$ cat config.mk
export PLATFORM = sky130hd
export DESIGN_NAME = ascon_perm_ctrl
export DESIGN_NICKNAME = d
export VERILOG_FILES = /design/src/rtl/ascon_pkg.sv /design/src/rtl/ascon_round_function.sv /design/src/rtl/ascon_perm_ctrl.sv
export SDC_FILE = /design/constraint.sdc
export NUM_CORES = 2
export LEC_CHECK = 0
export CAP_MARGIN = 20
export CORE_AREA = 5 5 248 250
export CTS_CLUSTER_DIAMETER = 30
export DETAILED_ROUTE_END_ITERATION = 8
export DIE_AREA = 0 0 253 255
export PLACE_DENSITY = 0.85
export SLEW_MARGIN = 25
export SYNTH_ARGS = -nofsm -noshare
export SYNTH_HDL_FRONTEND = slang
export SYNTH_SLANG_ARGS = --single-unit
$ cat constraint.sdc
create_clock -name clk -period 27.6 [get_ports clk]
set_clock_uncertainty 0.05 [all_clocks]
set_input_delay 5.52 -clock clk [delete_from_list [all_inputs] [get_ports clk]]
set_output_delay 5.52 -clock clk [all_outputs]
set_load 0.01 [all_outputs]
$ cat src/rtl/ascon_pkg.sv
// Shared Ascon definitions: state geometry, permutation FSM encoding and round constants.
package ascon_pkg;

  localparam int ASCON_STATE_W    = 320;
  localparam int ASCON_WORD_W     = 64;
  localparam int ASCON_MAX_ROUNDS = 12;

  typedef enum logic [1:0] {
    ST_IDLE = 2'd0,
    ST_RUN  = 2'd1,
    ST_DONE = 2'd2
  } perm_state_e;

  // Constant index 0 is the first round of p12; p^b starts part-way into the sequence.
  function automatic logic [7:0] ascon_rc(input logic [3:0] idx);
    return {4'hF - idx, idx};
  endfunction

endpackage

$ cat src/rtl/ascon_round_function.sv
// One combinational Ascon round: constant addition, 5-bit S-box layer, linear diffusion.
// Sbox debug outputs exist only when ASCON_PERM_SBOX_TAP_EN is defined.
module ascon_round_function
  import ascon_pkg::*;
(
  input  logic [ASCON_STATE_W-1:0] state_in,
  input  logic [7:0]               rc,
`ifdef ASCON_PERM_SBOX_TAP_EN
  output logic [ASCON_STATE_W-1:0] sbox_in,
  output logic [ASCON_STATE_W-1:0] sbox_out,
`endif
  output logic [ASCON_STATE_W-1:0] state_out
);

  function automatic logic [ASCON_WORD_W-1:0] ror64(input logic [ASCON_WORD_W-1:0] x,
                                                    input int n);
    return (x >> n) | (x << (ASCON_WORD_W - n));
  endfunction

  logic [ASCON_WORD_W-1:0] a0, a1, a2, a3, a4;
  logic [ASCON_WORD_W-1:0] b0, b1, b2, b3, b4;
  logic [ASCON_WORD_W-1:0] c0, c1, c2, c3, c4;
  logic [ASCON_WORD_W-1:0] s0, s1, s2, s3, s4;
  logic [ASCON_WORD_W-1:0] l0, l1, l2, l3, l4;

  // The round constant only touches the low byte of x2.
  assign a0 = state_in[319:256];
  assign a1 = state_in[255:192];
  assign a2 = state_in[191:128] ^ {56'd0, rc};
  assign a3 = state_in[127:64];
  assign a4 = state_in[63:0];

  assign b0 = a0 ^ a4;
  assign b1 = a1;
  assign b2 = a2 ^ a1;
  assign b3 = a3;
  assign b4 = a4 ^ a3;

  assign c0 = b0 ^ (~b1 & b2);
  assign c1 = b1 ^ (~b2 & b3);
  assign c2 = b2 ^ (~b3 & b4);
  assign c3 = b3 ^ (~b4 & b0);
  assign c4 = b4 ^ (~b0 & b1);

  assign s0 = c0 ^ c4;
  assign s1 = c1 ^ c0;
  assign s2 = ~c2;
  assign s3 = c3 ^ c2;
  assign s4 = c4;

  assign l0 = s0 ^ ror64(s0, 19) ^ ror64(s0, 28);
  assign l1 = s1 ^ ror64(s1, 61) ^ ror64(s1, 39);
  assign l2 = s2 ^ ror64(s2, 1)  ^ ror64(s2, 6);
  assign l3 = s3 ^ ror64(s3, 10) ^ ror64(s3, 17);
  assign l4 = s4 ^ ror64(s4, 7)  ^ ror64(s4, 41);

  assign state_out = {l0, l1, l2, l3, l4};

`ifdef ASCON_PERM_SBOX_TAP_EN
  assign sbox_in  = {a0, a1, a2, a3, a4};
  assign sbox_out = {s0, s1, s2, s3, s4};
`endif

endmodule

$ cat src/rtl/ascon_perm_ctrl.sv
// Ascon p^a / p^b sequencer: one round per clock through a single round datapath.
// Define ASCON_PERM_SBOX_TAP_EN to add registered sbox capture taps.
module ascon_perm_ctrl
  import ascon_pkg::*;
#(
  parameter int MAX_ROUNDS = ASCON_MAX_ROUNDS,
  parameter int RCNT_W     = 4
) (
  input  logic                     clk,
  input  logic                     rst,
  input  logic                     start,
  input  logic [RCNT_W-1:0]        num_rounds,
  input  logic [ASCON_STATE_W-1:0] state_in,
  output logic                     busy,
  output logic                     done,
  output logic [ASCON_STATE_W-1:0] state_out,
  output logic [RCNT_W-1:0]        round_idx
`ifdef ASCON_PERM_SBOX_TAP_EN
  ,
  output logic                     tap_valid,
  output logic [ASCON_STATE_W-1:0] tap_sbox_in,
  output logic [ASCON_STATE_W-1:0] tap_sbox_out
`endif
);

  // Handshake: start is a single-cycle request, honoured only when the FSM is in
  // IDLE or DONE; a start seen during RUN is dropped. done pulses for one cycle.
  localparam logic [RCNT_W-1:0] MAX_R = RCNT_W'(MAX_ROUNDS);
  localparam logic [RCNT_W-1:0] LAST  = RCNT_W'(MAX_ROUNDS - 1);

  perm_state_e              st_q, st_d;
  logic [ASCON_STATE_W-1:0] state_q, state_d;
  logic [RCNT_W-1:0]        idx_q, idx_d;
  logic [RCNT_W-1:0]        r_eff;
  logic [ASCON_STATE_W-1:0] round_out;
  logic [7:0]               rc;

  assign rc = ascon_rc(idx_q[3:0]);

`ifdef ASCON_PERM_SBOX_TAP_EN
  logic [ASCON_STATE_W-1:0] sbox_in_w, sbox_out_w;

  ascon_round_function u_round (
    .state_in  (state_q),
    .rc        (rc),
    .sbox_in   (sbox_in_w),
    .sbox_out  (sbox_out_w),
    .state_out (round_out)
  );

  // Taps are captured on the same edge that commits the round.
  always_ff @(posedge clk or posedge rst) begin
    if (rst) begin
      tap_valid    <= 1'b0;
      tap_sbox_in  <= '0;
      tap_sbox_out <= '0;
    end else begin
      tap_valid <= (st_q == ST_RUN);
      if (st_q == ST_RUN) begin
        tap_sbox_in  <= sbox_in_w;
        tap_sbox_out <= sbox_out_w;
      end
    end
  end
`else
  ascon_round_function u_round (
    .state_in  (state_q),
    .rc        (rc),
    .state_out (round_out)
  );
`endif

  always_ff @(posedge clk or posedge rst) begin
    if (rst) begin
      st_q    <= ST_IDLE;
      state_q <= '0;
      idx_q   <= '0;
    end else begin
      st_q    <= st_d;
      state_q <= state_d;
      idx_q   <= idx_d;
    end
  end

  always_comb begin
    st_d    = st_q;
    state_d = state_q;
    idx_d   = idx_q;
    r_eff   = (num_rounds > MAX_R) ? MAX_R : num_rounds;
    case (st_q)
      ST_IDLE, ST_DONE: begin
        if (start) begin
          state_d = state_in;
          idx_d   = MAX_R - r_eff;
          st_d    = (r_eff == '0) ? ST_DONE : ST_RUN;
        end else if (st_q == ST_DONE) begin
          st_d = ST_IDLE;
        end
      end
      ST_RUN: begin
        state_d = round_out;
        if (idx_q == LAST) st_d = ST_DONE;
        else               idx_d = idx_q + RCNT_W'(1);
      end
      default: st_d = ST_IDLE;
    endcase
  end

  assign busy      = (st_q == ST_RUN);
  assign done      = (st_q == ST_DONE);
  assign state_out = state_q;
  assign round_idx = idx_q;

endmodule

==> flow_metrics.env <==
export IMPL_outcome="complete, no violations"
export IMPL_fillers=4342
export IMPL_critPathCapture="state_out[26]"
export IMPL_synth_xor_area_share_pct=38.8
export IMPL_slowest_stage="buf_4"
export IMPL_syn_num_nets=3568
export IMPL_ctsHoldBuffers=0
export IMPL_setup_violations=0
export IMPL_drtIter0Drc=3526
export IMPL_synth_simple_gate_area_share_pct=10.3
export IMPL_hpwl_um=116000
export IMPL_synth_compound_area_share_pct=10.7
export IMPL_timing_final_ws_setup_ps=17930
export IMPL_drive_gt1_share_pct=6.58
export IMPL_hold_violations=0
export IMPL_grt_first_pass_wirelength_um=202000
export IMPL_worstRegToRegCells=8
export IMPL_ys_warnings_count=0
export IMPL_fp_dieH_um=255
export IMPL_gp_congestion=1.05
export IMPL_ys_flop_type="dfrtp_1"
export IMPL_slew_viol_final=0
export IMPL_post_route_min_period_ps=9680
export IMPL_synthArstFlopShare_pct=100
export IMPL_synth_seq_cells=326
export IMPL_synth_area_leaders="dfrtp_1, xnor3_1, xnor2_1, nand2_1, xor2_1"
export IMPL_slew_limit_headroom_pct=18.3
export IMPL_synth_top_area_share_pct=27.1
export IMPL_fin_crit_sh_pct=35.1
export IMPL_crit_fanout=218
export IMPL_die_w_um=253
export IMPL_clock_sinks=326
export IMPL_min_from="state_out[128]"
export IMPL_hold_ws_ps=532
export IMPL_first_global_vias=27900
export IMPL_num_nets_final=4204
export IMPL_initial_core_util_pct=51.2
export IMPL_antenna_found_initial=6
export IMPL_worstPathCellList="clkdlybuf4s50_1 -> nor2b_4 -> buf_4 -> buf_12 -> buf_4 -> buf_4 -> nor2_1 -> a211oi_1 -> a21oi_1"
export IMPL_synth_mux_area_share_pct=2.03
export IMPL_synth_edf_count=0
export IMPL_arrival_ps=10090
export IMPL_synth_top_area_cell="dfrtp_1"
export IMPL_worstMarginPinSlew_ps=1220
export IMPL_cts_root_buf="clkbuf_16"
export IMPL_ys_seq_area_share_pct=27.1
export IMPL_cp_required_ps=28020
export IMPL_via_per_inst=6.13
export IMPL_io_buffers=652
export IMPL_crit_top_cell="buf_4"
export IMPL_place_ws_ps=17480
export IMPL_r2r_start="st_q[0]"
export IMPL_synth_avg_cell_area_um2=9.68
export IMPL_end_kind="flop"
export IMPL_hold_path_class="flop to flop"
export IMPL_critical_path_class="primary input to flop"
export IMPL_clock_fmax_mhz=103
export IMPL_crit_path_start_kind="primary input"
export IMPL_syn_area_um2=30100
export IMPL_fp_row_count=89
export IMPL_synth_top_family_by_area="XOR/XNOR gates"
export IMPL_cts_tree="built"
export IMPL_ios=653
export IMPL_numCtsBuffers=98
export IMPL_ctsResizeCount=0
export IMPL_wl_per_cell_um=31.9
export IMPL_clk_pin_slew_ps=40
export IMPL_critical_path_max_stage_delay_ps=890
export IMPL_overflow=0
export IMPL_die_area_um2=64500
export IMPL_cts_buffer_depth=3
export IMPL_grtUsageTotal_pct=44.0
export IMPL_drc=0
export IMPL_synthAdderAreaFrac_pct=7.06
export IMPL_ys_types=39
export IMPL_ctsHtreeMaxLevel=3
export IMPL_totalWireLength_um=147000
export IMPL_cap_violations=0
export IMPL_rrSetupSlack_ps=22890
export IMPL_clk_latency_ps=640
export IMPL_syn_inst=3111
export IMPL_startpoint="start"
export IMPL_reg2reg_to="state_out[26]"
export IMPL_first_pass_iters=6
export IMPL_setup_tns_ps=0
export IMPL_grt_start_max_net_pins=219
export IMPL_cts_setup_buffers=0
export IMPL_rsz0062_at_grt="false"
export IMPL_core_um2=58800
export IMPL_area_delta_synth_final_pct=35.8
export IMPL_dr_total_vias=28200
export IMPL_ant_nets=0
[cell type report]
| cell class | count | area, um2 | share of cell area [%] |
|---|---|---|---|
| Multi-Input combinational cell | 2464 | 20900 | 51.1 |
| Sequential cell | 326 | 8160 | 19.9 |
| Timing Repair Buffer | 676 | 6760 | 16.5 |
| Clock buffer | 124 | 2710 | 6.63 |
| Tap cell | 773 | 967 | 2.36 |
| Clock inverter | 56 | 713 | 1.74 |
| Inverter | 181 | 694 | 1.70 |
| Antenna cell | 5 | 12.5 | 0.0306 |
[metrics by stage]
stage | area, um2 | util [%] | instances
6_report | 40900 | 69.6 | 4605
5_1_grt | 40900 | 69.5 | 4601
4_1_cts | 40800 | 69.4 | 4599
3_5_place_dp | 37400 | 63.6 | 4419
3_3_place_gp | 37300 | 63.5 | 4419
2_1_floorplan | 30100 | - | 3111
[cell usage after synthesis, types with 22 or more instances]
library cell  count
a211oi_1         84
a21oi_1         166
a22oi_1          27
a31oi_1          63
and3_1           63
clkbuf_1        129
dfrtp_1         326
ha_1            130
inv_1           178
maj3_1           41
mux2i_1          61
nand2_1         513
nor2_1          189
o211ai_1         22
o21a_1           22
o21ai_0          70
o21ai_1          73
xnor2_1         408
xnor2_2          26
xnor3_1         251
xor2_1          210
[critical path, delay by kind of cell]
family	cells	cell delay [ps]
simple gates	2	240
compound gates	2	380
buf+inv	5	3660
[how the worst min path moves through the flow]
| stage | cells past startpoint | endpoint | slack, ps |
|---|---|---|---|
| after floorplan | 2 | state_out[133] | 520 |
| after global placement | 2 | state_out[215] | 500 |
| after detailed placement | 2 | state_out[133] | 520 |
| after CTS | 2 | state_out[133] | 530 |
| after global routing | 2 | state_out[225] | 560 |
| final | 2 | state_out[128] | 530 |
[flip-flops by register name, indices dropped and copies added, names as in the netlist]
register   count
st_q           2
state_out    320
round_idx      4
[kinds of logic after synthesis]
kind of cell	Yosys count
AO/OA/AOI/OAI	542
XOR/XNOR	904
multiplexers	61
buffers and inverters	321
flip-flops	326
AND/OR/NAND/NOR	778
adder cells (fa/ha/maj)	179
[cell usage in the layout (no fill, tap or decap), types with 20 or more instances in the layout]
master / Yosys / final
a211oi_1: 84 / 84
a21oi_1: 166 / 166
a22oi_1: 27 / 27
a31oi_1: 63 / 63
and3_1: 63 / 63
buf_4: 0 / 20
clkbuf_16: 0 / 98
clkdlybuf4s50_1: 0 / 652
dfrtp_1: 326 / 326
ha_1: 130 / 130
inv_1: 178 / 177
maj3_1: 41 / 41
mux2i_1: 61 / 61
nand2_1: 513 / 513
nor2_1: 189 / 189
o211ai_1: 22 / 22
o21a_1: 22 / 22
o21ai_0: 70 / 70
o21ai_1: 73 / 73
xnor2_1: 408 / 395
xnor2_2: 26 / 39
xnor3_1: 251 / 251
xor2_1: 210 / 210
[per-layer routing]
metal	vias up	track usage (%)	share of wire, %
met2	2075	67.0	43
met4	6	29.0	8.7
li1	11800	-	-
met1	13800	54.0	35
met3	563	13.9	12
met5	-	0	0.027
Power is not shown: default switching activity piles up to over one toggle a cycle in this logic, so the estimate is an artifact.
